**config.mk**
```make
export PLATFORM = sky130hd
export DESIGN_NAME = mips_timer_array
export DESIGN_NICKNAME = d
export VERILOG_FILES = /design/src/rtl/mips_timer_array.sv
export SDC_FILE = /design/constraint.sdc
export NUM_CORES = 1
export LEC_CHECK = 0
export ABC_AREA = 1
export CORE_MARGIN = 8
export CORE_UTILIZATION = 50
export DETAILED_ROUTE_END_ITERATION = 8
export HOLD_SLACK_MARGIN = 0.05
export PLACE_DENSITY = 0.69
export REMOVE_ABC_BUFFERS = 1
export SYNTH_ARGS = -nofsm -noshare
export SYNTH_HDL_FRONTEND = slang
export SYNTH_SLANG_ARGS = --single-unit
export TNS_END_PERCENT = 10
```
**constraint.sdc**
```tcl
create_clock -name clk -period 4.13 [get_ports clk]
set_input_delay 0.826 -clock clk [delete_from_list [all_inputs] [get_ports clk]]
set_output_delay 0.826 -clock clk [all_outputs]
set_load 0.005 [all_outputs]
```
**src/rtl/mips_timer_array.sv**
```systemverilog
// N-channel timer/counter: shared prescaler, per-channel register bank,
// IDLE/LOAD/CNT/INT FSM and a sticky, maskable interrupt flag.

package mips_timer_pkg;
  typedef struct packed {
    logic        we;
    logic [1:0]  idx;
    logic [31:0] data;
  } tmr_req_t;
endpackage

// One timer channel: register bank, FSM and interrupt flag.
module mips_timer_ch
  import mips_timer_pkg::*;
#(
  parameter int CNT_W = 32
) (
  input  logic        clk,
  input  logic        reset,
  input  logic        tick_i,
  input  logic        sel_i,
  input  tmr_req_t    req_i,
  output logic [31:0] rdata_o,
  output logic        irq_o
);
  typedef enum logic [1:0] {S_IDLE, S_LOAD, S_CNT, S_INT} state_e;

  state_e             st_q, st_d;
  logic               en_q, en_d, im_q, im_d, pend_q, pend_d;
  logic [1:0]         mode_q, mode_d;
  logic [CNT_W-1:0]   preset_q, preset_d, cnt_q, cnt_d;
  logic               wr, hw_set, hw_en_clr;
  logic               unused_data;

  assign wr          = sel_i & req_i.we;
  assign unused_data = ^req_i.data;
  assign irq_o       = pend_q & im_q;

  // Next-state: FSM sequencing first, then register writes layered on top.
  always_comb begin
    st_d      = st_q;
    cnt_d     = cnt_q;
    en_d      = en_q;
    mode_d    = mode_q;
    im_d      = im_q;
    preset_d  = preset_q;
    pend_d    = pend_q;
    hw_set    = 1'b0;
    hw_en_clr = 1'b0;
    // software disable parks the channel; COUNT and PEND are left alone
    if (st_q != S_IDLE && !en_q) begin
      st_d = S_IDLE;
    end else begin
      case (st_q)
        S_IDLE: if (en_q) st_d = S_LOAD;
        S_LOAD: begin
          cnt_d = (mode_q == 2'b10) ? '0 : preset_q;
          st_d  = S_CNT;
        end
        S_CNT: begin
          if (mode_q == 2'b10) begin
            if (tick_i) begin
              cnt_d  = cnt_q + 1'b1;
              hw_set = &cnt_q;
            end
          end else if (cnt_q == '0) begin
            st_d   = S_INT;
            hw_set = 1'b1;
          end else if (tick_i) begin
            cnt_d = cnt_q - 1'b1;
          end
        end
        S_INT: begin
          // only auto-reload rearms; every other mode behaves as one-shot
          if (mode_q == 2'b01) st_d = S_LOAD;
          else begin
            st_d      = S_IDLE;
            hw_en_clr = 1'b1;
          end
        end
        default: st_d = S_IDLE;
      endcase
    end
    if (wr && req_i.idx == 2'd0) begin
      en_d   = req_i.data[0];
      mode_d = req_i.data[2:1];
      im_d   = req_i.data[3];
    end else if (hw_en_clr) begin
      en_d = 1'b0;
    end
    if (wr && req_i.idx == 2'd1) preset_d = req_i.data[CNT_W-1:0];
    if (wr && req_i.idx == 2'd3 && req_i.data[0]) pend_d = 1'b0;
    // a hardware set in the same cycle as a W1C keeps the flag
    if (hw_set) pend_d = 1'b1;
  end

  // State and register bank update.
  always_ff @(posedge clk) begin
    if (reset) begin
      st_q     <= S_IDLE;
      en_q     <= 1'b0;
      mode_q   <= 2'b00;
      im_q     <= 1'b0;
      pend_q   <= 1'b0;
      preset_q <= '0;
      cnt_q    <= '0;
    end else begin
      st_q     <= st_d;
      en_q     <= en_d;
      mode_q   <= mode_d;
      im_q     <= im_d;
      pend_q   <= pend_d;
      preset_q <= preset_d;
      cnt_q    <= cnt_d;
    end
  end

  // Combinational register read, zero-extended.
  always_comb begin
    rdata_o = '0;
    case (req_i.idx)
      2'd0: rdata_o[3:0] = {im_q, mode_q, en_q};
      2'd1: rdata_o = 32'(preset_q);
      2'd2: rdata_o = 32'(cnt_q);
      2'd3: rdata_o[0] = pend_q;
      default: rdata_o = '0;
    endcase
  end
endmodule

// Top: address decode, shared prescaler, channel array and read mux.
module mips_timer_array
  import mips_timer_pkg::*;
#(
  parameter  int NUM_CH   = 2,
  parameter  int CNT_W    = 32,
  parameter  int PRESCALE = 1,
  localparam int AW       = $clog2(NUM_CH) + 2
) (
  input  logic              clk,
  input  logic              reset,
  input  logic [AW-1:0]     Addr,
  input  logic              WE,
  input  logic [31:0]       Din,
  output logic [31:0]       Dout,
  output logic [NUM_CH-1:0] IRQ
);
  localparam int PW = (PRESCALE > 1) ? $clog2(PRESCALE) : 1;

  logic [PW-1:0]            pre_q, pre_d;
  logic                     tick;
  logic [31:0]              ch_sel;
  tmr_req_t                 req;
  logic [NUM_CH-1:0][31:0]  lane_rd;

  assign ch_sel = 32'(Addr >> 2);
  assign req    = '{we: WE, idx: Addr[1:0], data: Din};
  assign tick   = (pre_q == PW'(PRESCALE - 1));
  assign pre_d  = tick ? '0 : pre_q + 1'b1;

  // Shared free-running prescaler 0..PRESCALE-1.
  always_ff @(posedge clk) begin
    if (reset) pre_q <= '0;
    else       pre_q <= pre_d;
  end

  for (genvar i = 0; i < NUM_CH; i++) begin : g_ch
    mips_timer_ch #(.CNT_W(CNT_W)) u_ch (
      .clk     (clk),
      .reset   (reset),
      .tick_i  (tick),
      .sel_i   (ch_sel == i),
      .req_i   (req),
      .rdata_o (lane_rd[i]),
      .irq_o   (IRQ[i])
    );
  end

  // Read mux; channels past NUM_CH read as zero.
  always_comb begin
    Dout = '0;
    for (int i = 0; i < NUM_CH; i++)
      if (ch_sel == 32'(i)) Dout = lane_rd[i];
  end
endmodule
```
==> impl_metrics.py, run 1 <==
metrics = {
    "final_layout": {
        "design_area_mm2": 0.0138,
        "num_antenna_cells": 0,
        "layout.nets": 2241,
        "fin_util_pct": 57.2,
        "syn2layout_area_growth_pct": 13.0,
        "mostFrequentLayoutCells": "nand2_1 (608), inv_1 (267), a21oi_1 (236), nor2_1 (203), nand3_1 (163)",
        "drive_gt1_share_pct": 4.12,
        "nFillCells": 2553,
        "final_common_cell": "nand2_1",
    },
    "timing": {
        "timing.final.hold_violations": 0,
        "slew_viol_final": 0,
        "slew_headroom_pct": 41.5,
        "rsz0062_at_grt": "no",
        "period_share_pct": 95.5,
        "worst_slew_pin_slew_ns": 0.878,
        "finalSetupViolations": 0,
        "finalCriticalPeriod_ns": 3.94,
        "fmax_mhz": 254,
        "skew_ns": 0.0145,
        "fin_ws_ns": 0.188,
    },
    "logic_synthesis": {
        "ys_seq_area_share_pct": 23.5,
        "ys_ff_latch": 143,
        "syn_inst": 2090,
        "synthFlopType": "dfxtp_1",
        "synth.yosys.warnings": 0,
        "postSynthAreaPerCell_um2": 5.84,
        "syn_area_mm2": 0.0122,
        "synth_edf_count": 0,
        "synth.distinct_cells": 48,
        "synthArstFlopShare_pct": 0,
    },
    "cts": {
        "clk_latency_ns": 0.43,
        "htreeDepth": 4,
        "numCtsBuffers": 17,
        "post_cts_buffers": 0,
        "clk_pin_slew_ns": 0.06,
        "cts_resized": 0,
        "ctsHoldBuffers": 0,
        "clock-root-buffer": "clkbuf_16",
        "cts_tree": "yes",
        "clkSinkCount": 143,
        "clk_path_buf_depth": 2,
    },
    "min_path": {
        "hold_class": "flop to flop",
    },
    "setup_path": {
        "cp_top_family": "buffers and inverters",
        "criticalPathCategory": "input port to primary output",
        "cp_slowest_cell": "clkdlybuf4s50_1",
        "worstPathRequired_ns": 3.30,
        "worst_setup_path_end_kind": "primary output",
        "cp_num_buf_inv": 5,
        "worst_path_most_repeated_cell": "clkdlybuf4s50_1",
        "cp_data_arrival_time_ns": 3.12,
        "timing.critical_path.slowest_cell_delay_ns": 0.60,
        "crit_path_start_kind": "input port",
        "crit_path_max_fanout": 15,
        "path_cells": "clkdlybuf4s50_1, inv_1, ha_1, clkinv_1, buf_4, a221oi_1, clkdlybuf4s50_1",
    },
    "global_routing": {
        "antenna_found_initial": 0,
        "gr-total-overflow": 0,
        "grt_start_max_net_pins": 68,
        "grt_pass1_vias": 12600,
        "grt_first_pass_wirelength_um": 68700,
        "grt_usage_pct": 29.5,
    },
    "detailed_routing": {
        "viasPerCell": 5.56,
        "wl_um": 43900,
        "post_drt_wl_per_cell_um": 17.8,
        "drtAntennaViolNets": 0,
        "drtIter0Drc": 1415,
        "vias": 13700,
        "drcViolationCount": 0,
        "first_pass_iters": 5,
    },
    "placed_design": {
        "gp_congestion": 0.956,
        "dp_slack_ns": 0.191,
        "placed_cell_area_mm2": 0.0132,
        "io_buffers": 71,
        "dpl.hpwl_um": 33700,
    },
    "pwr": {
        "leakage_nw": 6.53,
        "p_per_area_mw_per_mm2": 763,
        "ir_drop_mv": 0.422,
    },
    "die": {
        "rows": 57,
        "dieArea_mm2": 0.0296,
        "core_mm2": 0.0241,
        "die_h_um": 172,
        "die_w_um": 172,
        "start_util_pct": 50.6,
        "pin_count": 72,
    },
    "flow_run": {
        "drv_cap": 0,
    },
    "status": {
        "status": "finished, final reports clean",
    },
}
Yosys cell counts, types with 4 or more instances:
cell type	count	area, um^2
a221oi_1	22	193
ha_1	78	976
nor4_1	5	31.3
nand3_1	163	816
o21ai_0	104	521
buf_1	6	22.5
or2_2	4	25.0
and2_1	5	31.3
dfxtp_1	143	2860
a21oi_1	236	1180
nand2_1	608	2280
buf_2	8	40.0
nor3_1	33	165
o21ai_1	5	25.0
buf_6	6	67.6
nand4_1	31	194
o21bai_1	15	113
xor2_1	11	96.3
buf_4	5	37.5
inv_1	267	1000
a211oi_1	4	30.0
clkbuf_1	60	225
inv_2	8	30.0
nor2_2	5	31.3
nand3b_1	11	82.6
o22ai_1	13	81.3
nor2_1	203	762
metrics by stage:
| step | power (W) | hold WS, ns | setup TNS [ns] | std cells |
|---|---|---|---|---|
| after floorplan | 0.00692 | 0.441 | -4.45 | 2005 |
| after global placement | 0.00874 | 0.462 | 0 | 2428 |
| after detailed placement | 0.00882 | 0.466 | 0 | 2428 |
| after CTS | 0.0104 | 0.475 | 0 | 2460 |
| after global routing | 0.0116 | 0.496 | 0 | 2460 |
| final | 0.0105 | 0.481 | 0 | 2460 |
report_power, final:
group	switching (W)	internal (W)
logic	0.00471	0.00227
registers	0.000357	0.00160
clock network	0.000677	0.000893
total	0.00575	0.00477
worst min-delay path, stage by stage, from the launching register on:
cell and delay (ns):
dfxtp_1 0.31, inv_1 0.07, a21oi_1 0.06
logic make-up (layout without fill, tap and decap cells):
kind of cell    after synthesis  after routing  synth area share, %
buf+inv                     362            408                 11.7
fa+ha+maj                    80             80                 8.33
compound gates              414            414                 18.6
simple gates               1078           1078                 37.0
other cells                   1              1               0.0307
xor+xnor                     12             12                0.862
flops                       143            143                 23.5
flip-flops by register name, indices dropped and copies added (netlist names):
| signal | flops |
|---|---|
| g_ch.u_ch.mode_q | 4 |
| g_ch.u_ch.en_q | 2 |
| pre_q | 1 |
| g_ch.u_ch.cnt_q | 64 |
| g_ch.u_ch.preset_q | 64 |
| g_ch.u_ch.im_q | 2 |
| g_ch.u_ch.pend_q | 2 |
| g_ch.u_ch.st_q | 4 |
path summary, 6_finish.rpt:
| check | startpoint | end | slack, ns | depth (start not counted) |
|---|---|---|---|---|
| setup / recovery | Addr[0] | Dout[12] | 0.19 | 7 |
| hold / removal | g_ch[0].u_ch.preset_q[15]$_SDFFE_PP0P_ | g_ch[0].u_ch.preset_q[15]$_SDFFE_PP0P_ | 0.48 | 2 |
| setup reg to reg | g_ch[0].u_ch.mode_q[1]$_SDFFE_PP0P_ | g_ch[0].u_ch.cnt_q[12]$_SDFFE_PP0P_ | 1.24 | 14 |
| hold reg to reg | g_ch[0].u_ch.preset_q[15]$_SDFFE_PP0P_ | g_ch[0].u_ch.preset_q[15]$_SDFFE_PP0P_ | 0.48 | 2 |
routing by layer:
layer  global-route usage (%)  vias to the layer above  part of all wire, %
li1                         -                     6889                    -
met1                     39.7                     6260                   45
met2                     48.3                      467                   46
met3                     3.33                       65                  5.9
met4                     9.86                        0                  3.0
met5                        0                        -                    0
final cells by class:
type	instances	area (um^2)	share of cell area (%)
Multi-Input combinational cell	1585	7910	57.4
Sequential cell	143	2860	20.8
Inverter	277	1040	7.54
Tap cell	324	405	2.94
Timing Repair Buffer	99	978	7.10
Clock buffer	20	467	3.39
Clock inverter	12	124	0.899
(Power assumes the default switching activity.)
==> run 2: changes to the inputs <==
--- a/config.mk
+++ b/config.mk
@@ -10,7 +10,7 @@
 export CORE_UTILIZATION = 50
 export DETAILED_ROUTE_END_ITERATION = 8
 export HOLD_SLACK_MARGIN = 0.05
-export PLACE_DENSITY = 0.69
+export PLACE_DENSITY = 0.71
 export REMOVE_ABC_BUFFERS = 1
 export SYNTH_ARGS = -nofsm -noshare
 export SYNTH_HDL_FRONTEND = slang
==> constraint.sdc (replaced) <==
create_clock -name clk -period 3.3 [get_ports clk]
set_input_delay 0.66 -clock clk [delete_from_list [all_inputs] [get_ports clk]]
set_output_delay 0.66 -clock clk [all_outputs]
set_load 0.005 [all_outputs]
==> run 2 against run 1 <==
Net effect: the flow now finishes with violations (negative setup slack); sequential share of layout area shrank 0.54 points; non-clock buffer count rose by 27; combinational power increased by 24%; cell count is 1.1% higher; die area is the same; flip-flop and latch count did not move; utilization rose by 1.5 points; worst hold slack got worse by 0.0070 ns; sequential power grew 27%; critical path type unchanged; largest power group unchanged.
==> impl_metrics.py, run 2 (same netlist as run 1, synthesis figures left out) <==
metrics = {
    "status": {
        "status": "finished with violations",
        "violations": "negative setup slack",
    },
    "timing": {
        "slew_headroom_pct": 45.5,
        "slew_viol_final": 0,
        "fin_ws_ns": -0.0485,
        "finalCriticalPeriod_ns": 3.35,
        "period_share_pct": 101,
        "skew_ns": 0.0103,
        "finalSetupViolations": 1,
        "timing.hold.ws_ns": 0.474,
        "fmax_mhz": 299,
        "worst_slew_pin_slew_ns": 0.817,
        "rsz0062_at_grt": "yes",
        "timing.final.hold_violations": 0,
    },
    "cts": {
        "cts_tree": "yes",
        "clock-root-buffer": "clkbuf_16",
        "clk_latency_ns": 0.43,
        "htreeDepth": 4,
        "ctsHoldBuffers": 0,
        "clkSinkCount": 143,
        "clk_pin_slew_ns": 0.06,
        "numCtsBuffers": 17,
        "clk_path_buf_depth": 2,
    },
    "final_layout": {
        "final_common_cell": "nand2_1",
        "num_antenna_cells": 0,
        "top_regs": "g_ch.u_ch.cnt_q (64), g_ch.u_ch.preset_q (64)",
        "syn2layout_area_growth_pct": 16.0,
        "drive_gt1_share_pct": 5.87,
        "nFillCells": 2508,
        "mostFrequentLayoutCells": "nand2_1 (608), inv_1 (265), a21oi_1 (235), nor2_1 (203), nand3_1 (163)",
        "layout.nets": 2268,
        "layout.cells.non_filler": 2486,
    },
    "detailed_routing": {
        "viasPerCell": 5.59,
        "vias": 13900,
        "post_drt_wl_per_cell_um": 17.4,
        "drtAntennaViolNets": 0,
        "wl_um": 43100,
        "drtIter0Drc": 1395,
        "first_pass_iters": 6,
        "drcViolationCount": 0,
    },
    "die": {
        "dieArea_mm2": 0.0296,
        "die_w_um": 172,
        "core_mm2": 0.0241,
        "rows": 57,
        "die_h_um": 172,
        "start_util_pct": 50.6,
        "pin_count": 72,
    },
    "pwr": {
        "ir_drop_mv": 0.618,
        "p_per_area_mw_per_mm2": 927,
        "leakage_nw": 6.68,
    },
    "flow_run": {
        "drv_cap": 0,
    },
    "global_routing": {
        "antenna_found_initial": 0,
        "grt_first_pass_wirelength_um": 68400,
        "gr-total-overflow": 0,
        "grt_usage_pct": 29.0,
        "grt_start_max_net_pins": 68,
        "grt_pass1_vias": 12700,
    },
    "setup_path": {
        "cp_num_buf_inv": 5,
        "worst_setup_path_end_kind": "primary output",
        "r2r-start": "g_ch[0].u_ch.mode_q[1]$_SDFFE_PP0P_",
        "startpoint": "Addr[0]",
        "worstPathRequired_ns": 2.64,
        "cp_slowest_cell": "clkdlybuf4s50_1",
        "crit_path_start_kind": "input port",
        "cp_top_family": "buffers and inverters",
        "timing.critical_path.slowest_cell_delay_ns": 0.57,
        "crit_path_max_fanout": 7,
        "path_cells": "clkdlybuf4s15_1, inv_1, ha_2, clkinvlp_4, buf_12, o22ai_1, o21ai_0, a21oi_1, clkdlybuf4s50_1",
        "cp_data_arrival_time_ns": 2.69,
        "criticalPathCategory": "input port to primary output",
    },
    "placed_design": {
        "io_buffers": 71,
        "placed_cells": 2452,
        "gp_congestion": 1.01,
        "dpl.hpwl_um": 33500,
        "dp_slack_ns": -0.227,
    },
    "min_path": {
        "min_from": "g_ch[0].u_ch.preset_q[15]$_SDFFE_PP0P_",
        "hold_class": "flop to flop",
    },
}
run 2: cell count changes in the layout (fill, tap and decap cells not counted), sizes merged:
cell / change
inv: -6
clkdlybuf4s15: +1
dlygate4sd2: +1
clkinv: -1
buf: +27
clkinvlp: +5
bufinv: +1
clkdlybuf4s50: -2
run 2: metrics by stage:
stage / cell area [um^2] / TNS, ns / utilization, % / power [W]
after floorplan: 11800 / -52.89 / - / 0.00866
after global placement: 13400 / -4.24 / 55.7 / 0.0108
after detailed placement: 13400 / -5.15 / 55.7 / 0.0110
after CTS: 14100 / 0 / 58.5 / 0.0130
after global routing: 14200 / -0.784 / 58.7 / 0.0144
final: 14200 / -0.0485 / 58.7 / 0.0131
run 2: area by class of cell:
type,count,area (um^2),share of cell area (%)
inverters,277,1050,7.40
multi-input cells,1585,7980,56.4
flip-flops and latches,143,2860,20.2
well taps,324,405,2.86
repair buffers,126,1250,8.87
clock inverters,11,133,0.937
clock buffers,20,467,3.30
run 2: final timing paths:
check / endpoint / slack, ns / cells after the start
min: g_ch[0].u_ch.preset_q[15]$_SDFFE_PP0P_ / 0.47 / 2
max reg2reg: g_ch[0].u_ch.cnt_q[12]$_SDFFE_PP0P_ / 0.47 / 16
max: Dout[31] / -0.05 / 9
min reg2reg: g_ch[0].u_ch.preset_q[15]$_SDFFE_PP0P_ / 0.47 / 2
run 2: layer usage:
| metal | wire [um] | vias up | GRT usage (%) | part of all wire, % |
|---|---|---|---|---|
| li1 | - | 6959 | - | - |
| met1 | 19200 | 6383 | 39.1 | 45 |
| met2 | 20000 | 489 | 47.7 | 46 |
| met3 | 2620 | 65 | 2.72 | 6.1 |
| met4 | 1280 | 0 | 10.7 | 3.0 |
| met5 | 0 | - | 0 | 0 |
run 2: repair_timing:
action / in CTS / in global routing
gates resized for setup: 9 / 8
endpoints found under the setup margin: 32 / 25
buffers inserted: 3 / 0
run 2: worst register-to-register path: cells and delay by family, from the launching register on:
kind	cells	cell delay, ns
simple gates	10	1.28
buf+inv	5	0.76
fa+ha+maj	1	0.36
flops	1	0.35
run 2: power by group:
part | switching [W] | internal (W)
combinational | 0.00576 | 0.00288
sequential | 0.000486 | 0.00200
clock | 0.000808 | 0.00118
total | 0.00705 | 0.00606
==> run 3: changes to the inputs <==
--- a/config.mk
+++ b/config.mk
@@ -6,11 +6,12 @@
 export NUM_CORES = 1
 export LEC_CHECK = 0
 export ABC_AREA = 1
+export CAP_MARGIN = 40
 export CORE_MARGIN = 8
-export CORE_UTILIZATION = 50
+export CORE_UTILIZATION = 35
 export DETAILED_ROUTE_END_ITERATION = 8
+export DONT_BUFFER_PORTS = 1
 export HOLD_SLACK_MARGIN = 0.05
-export PLACE_DENSITY = 0.71
 export REMOVE_ABC_BUFFERS = 1
 export SYNTH_ARGS = -nofsm -noshare
 export SYNTH_HDL_FRONTEND = slang
==> run 3 against run 2 <==
Net effect: the run now ends clean; worst setup slack improved by 0.50 ns; flip-flop and latch count stayed put; wire length up 0.78%; largest power group unchanged.
==> impl_metrics.py, run 3 (same netlist as run 1, synthesis figures left out) <==
metrics = {
    "cts": {
        "clkSinkCount": 143,
        "clk_path_buf_depth": 2,
        "numCtsBuffers": 17,
        "clk_pin_slew_ns": 0.06,
        "post_cts_buffers": 0,
        "cts_resized": 0,
        "clk_latency_ns": 0.43,
        "ctsHoldBuffers": 0,
        "clock-root-buffer": "clkbuf_16",
        "htreeDepth": 4,
        "cts_tree": "yes",
    },
    "final_layout": {
        "mostFrequentLayoutCells": "nand2_1 (608), inv_1 (267), a21oi_1 (236), nor2_1 (203), nand3_1 (163)",
        "drive_gt1_share_pct": 5.17,
        "multi_input_area_mm2": 0.00792,
        "design_area_mm2": 0.0134,
        "top_regs": "g_ch.u_ch.cnt_q (64), g_ch.u_ch.preset_q (64)",
        "nFillCells": 3759,
        "num_antenna_cells": 0,
        "layout.nets": 2193,
        "seq_area_mm2": 0.00286,
        "syn2layout_area_growth_pct": 9.52,
        "final_common_cell": "nand2_1",
    },
    "timing": {
        "period_share_pct": 86.2,
        "finalCriticalPeriod_ns": 2.85,
        "fin_ws_ns": 0.454,
        "slew_headroom_pct": 48.1,
        "worst_slew_pin_slew_ns": 0.778,
        "skew_ns": 0.00633,
        "rsz0062_at_grt": "no",
        "timing.final.hold_violations": 0,
        "finalSetupViolations": 0,
        "slew_viol_final": 0,
        "fmax_mhz": 351,
        "fin_setup_tns_ns": 0,
    },
    "min_path": {
        "min_from": "reset",
        "hold_depth": 1,
        "hold_class": "input port to flop",
    },
    "global_routing": {
        "grt_first_pass_wirelength_um": 68500,
        "grt_pass1_vias": 12500,
        "gr-total-overflow": 0,
        "antenna_found_initial": 0,
        "grt_usage_pct": 20.6,
        "grt_start_max_net_pins": 69,
    },
    "setup_path": {
        "cp_data_arrival_time_ns": 2.19,
        "criticalPathCategory": "input port to primary output",
        "crit_path_max_fanout": 41,
        "worst_setup_path_end_kind": "primary output",
        "crit_path_start_kind": "input port",
        "startpoint": "Addr[1]",
        "worstPathRequired_ns": 2.64,
        "r2r_cells": 15,
        "r2r-start": "g_ch[0].u_ch.mode_q[1]$_SDFFE_PP0P_",
    },
    "placed_design": {
        "dp_slack_ns": 0.506,
        "dpl.hpwl_um": 33900,
        "placed_cell_area_mm2": 0.0128,
        "gp_congestion": 0.941,
        "io_buffers": 0,
    },
    "detailed_routing": {
        "drtAntennaViolNets": 0,
        "first_pass_iters": 8,
        "vias": 13400,
        "post_drt_wl_per_cell_um": 17.1,
        "wl_um": 43500,
        "viasPerCell": 5.27,
        "drcViolationCount": 0,
        "drtIter0Drc": 1123,
    },
    "die": {
        "dieArea_mm2": 0.0411,
        "die_h_um": 203,
        "pin_count": 72,
        "rows": 68,
        "start_util_pct": 35.4,
        "core_mm2": 0.0345,
        "die_w_um": 203,
    },
    "pwr": {
        "leakage_nw": 6.35,
        "netSwitchingPower_w": 0.00695,
        "intPower_w": 0.00585,
        "pwr-share-comb_pct": 66.5,
        "seq_power_share_pct": 19.2,
        "ir_drop_mv": 0.396,
        "p_per_area_mw_per_mm2": 958,
        "clkPwrFrac_pct": 14.3,
        "swShare_pct": 54.3,
    },
    "status": {
        "status": "finished, final reports clean",
    },
    "flow_run": {
        "drv_cap": 0,
    },
}
==> run 3: cell count changes in the layout (fill, tap and decap cells not counted), sizes merged <==
cell	previous run	this run
buf	56	51
dlygate4sd2	1	0
clkdlybuf4s15	1	0
clkinv	3	6
bufinv	2	1
clkdlybuf4s50	68	0
clkinvlp	7	5
==> run 3: worst paths after layout <==
| check | end | slack, ns |
|---|---|---|
| worst min-delay path | g_ch[0].u_ch.pend_q$_SDFFE_PP0P_ | 0.30 |
| worst max register to register | g_ch[0].u_ch.cnt_q[25]$_SDFFE_PP0P_ | 0.60 |
| worst max-delay path | Dout[20] | 0.45 |
| worst min register to register | g_ch[0].u_ch.preset_q[15]$_SDFFE_PP0P_ | 0.47 |
==> run 3: critical path, cell delays in order <==
cell	delay (ns)
inv_1	0.10
ha_4	0.30
buf_4	0.42
a21oi_1	0.14
a221oi_1	0.35
buf_4	0.18
==> run 3: layout make-up <==
class	count	share of cell area (%)
inverter	277	7.78
timing repair buffer	51	3.15
sequential	143	21.4
clock buffer	20	3.42
tap	455	4.26
multi-input combinational	1585	59.3
clock inverter	11	0.693
==> run 3: per-layer routing <==
layer | track usage [%] | wire length [um] | vias up
met5 | 0 | 0 | -
met4 | 10.4 | 2170 | 0
met3 | 2.45 | 2350 | 94
met2 | 34.1 | 19600 | 394
met1 | 26.3 | 19300 | 6105
li1 | - | - | 6791
==> run 3: per-stage QoR <==
stage          hold slack, ns  instances  total power (W)  utilization (%)
2_1_floorplan           0.441       2005          0.00866                -
3_3_place_gp            0.450       2511           0.0108             37.2
3_5_place_dp            0.461       2511           0.0109             37.2
4_1_cts                 0.294       2542           0.0128             38.8
5_1_grt                 0.299       2542           0.0141             38.8
6_report                0.303       2542           0.0128             38.8
==> run 3: power groups by stage <==
stage          clock network [W]  logic [W]  registers, W
2_1_floorplan                  0    0.00639       0.00227
3_3_place_gp                   0    0.00835       0.00247
3_5_place_dp                   0    0.00843       0.00248
4_1_cts                  0.00185    0.00848       0.00244
5_1_grt                  0.00191    0.00974       0.00249
6_report                 0.00183    0.00851       0.00246
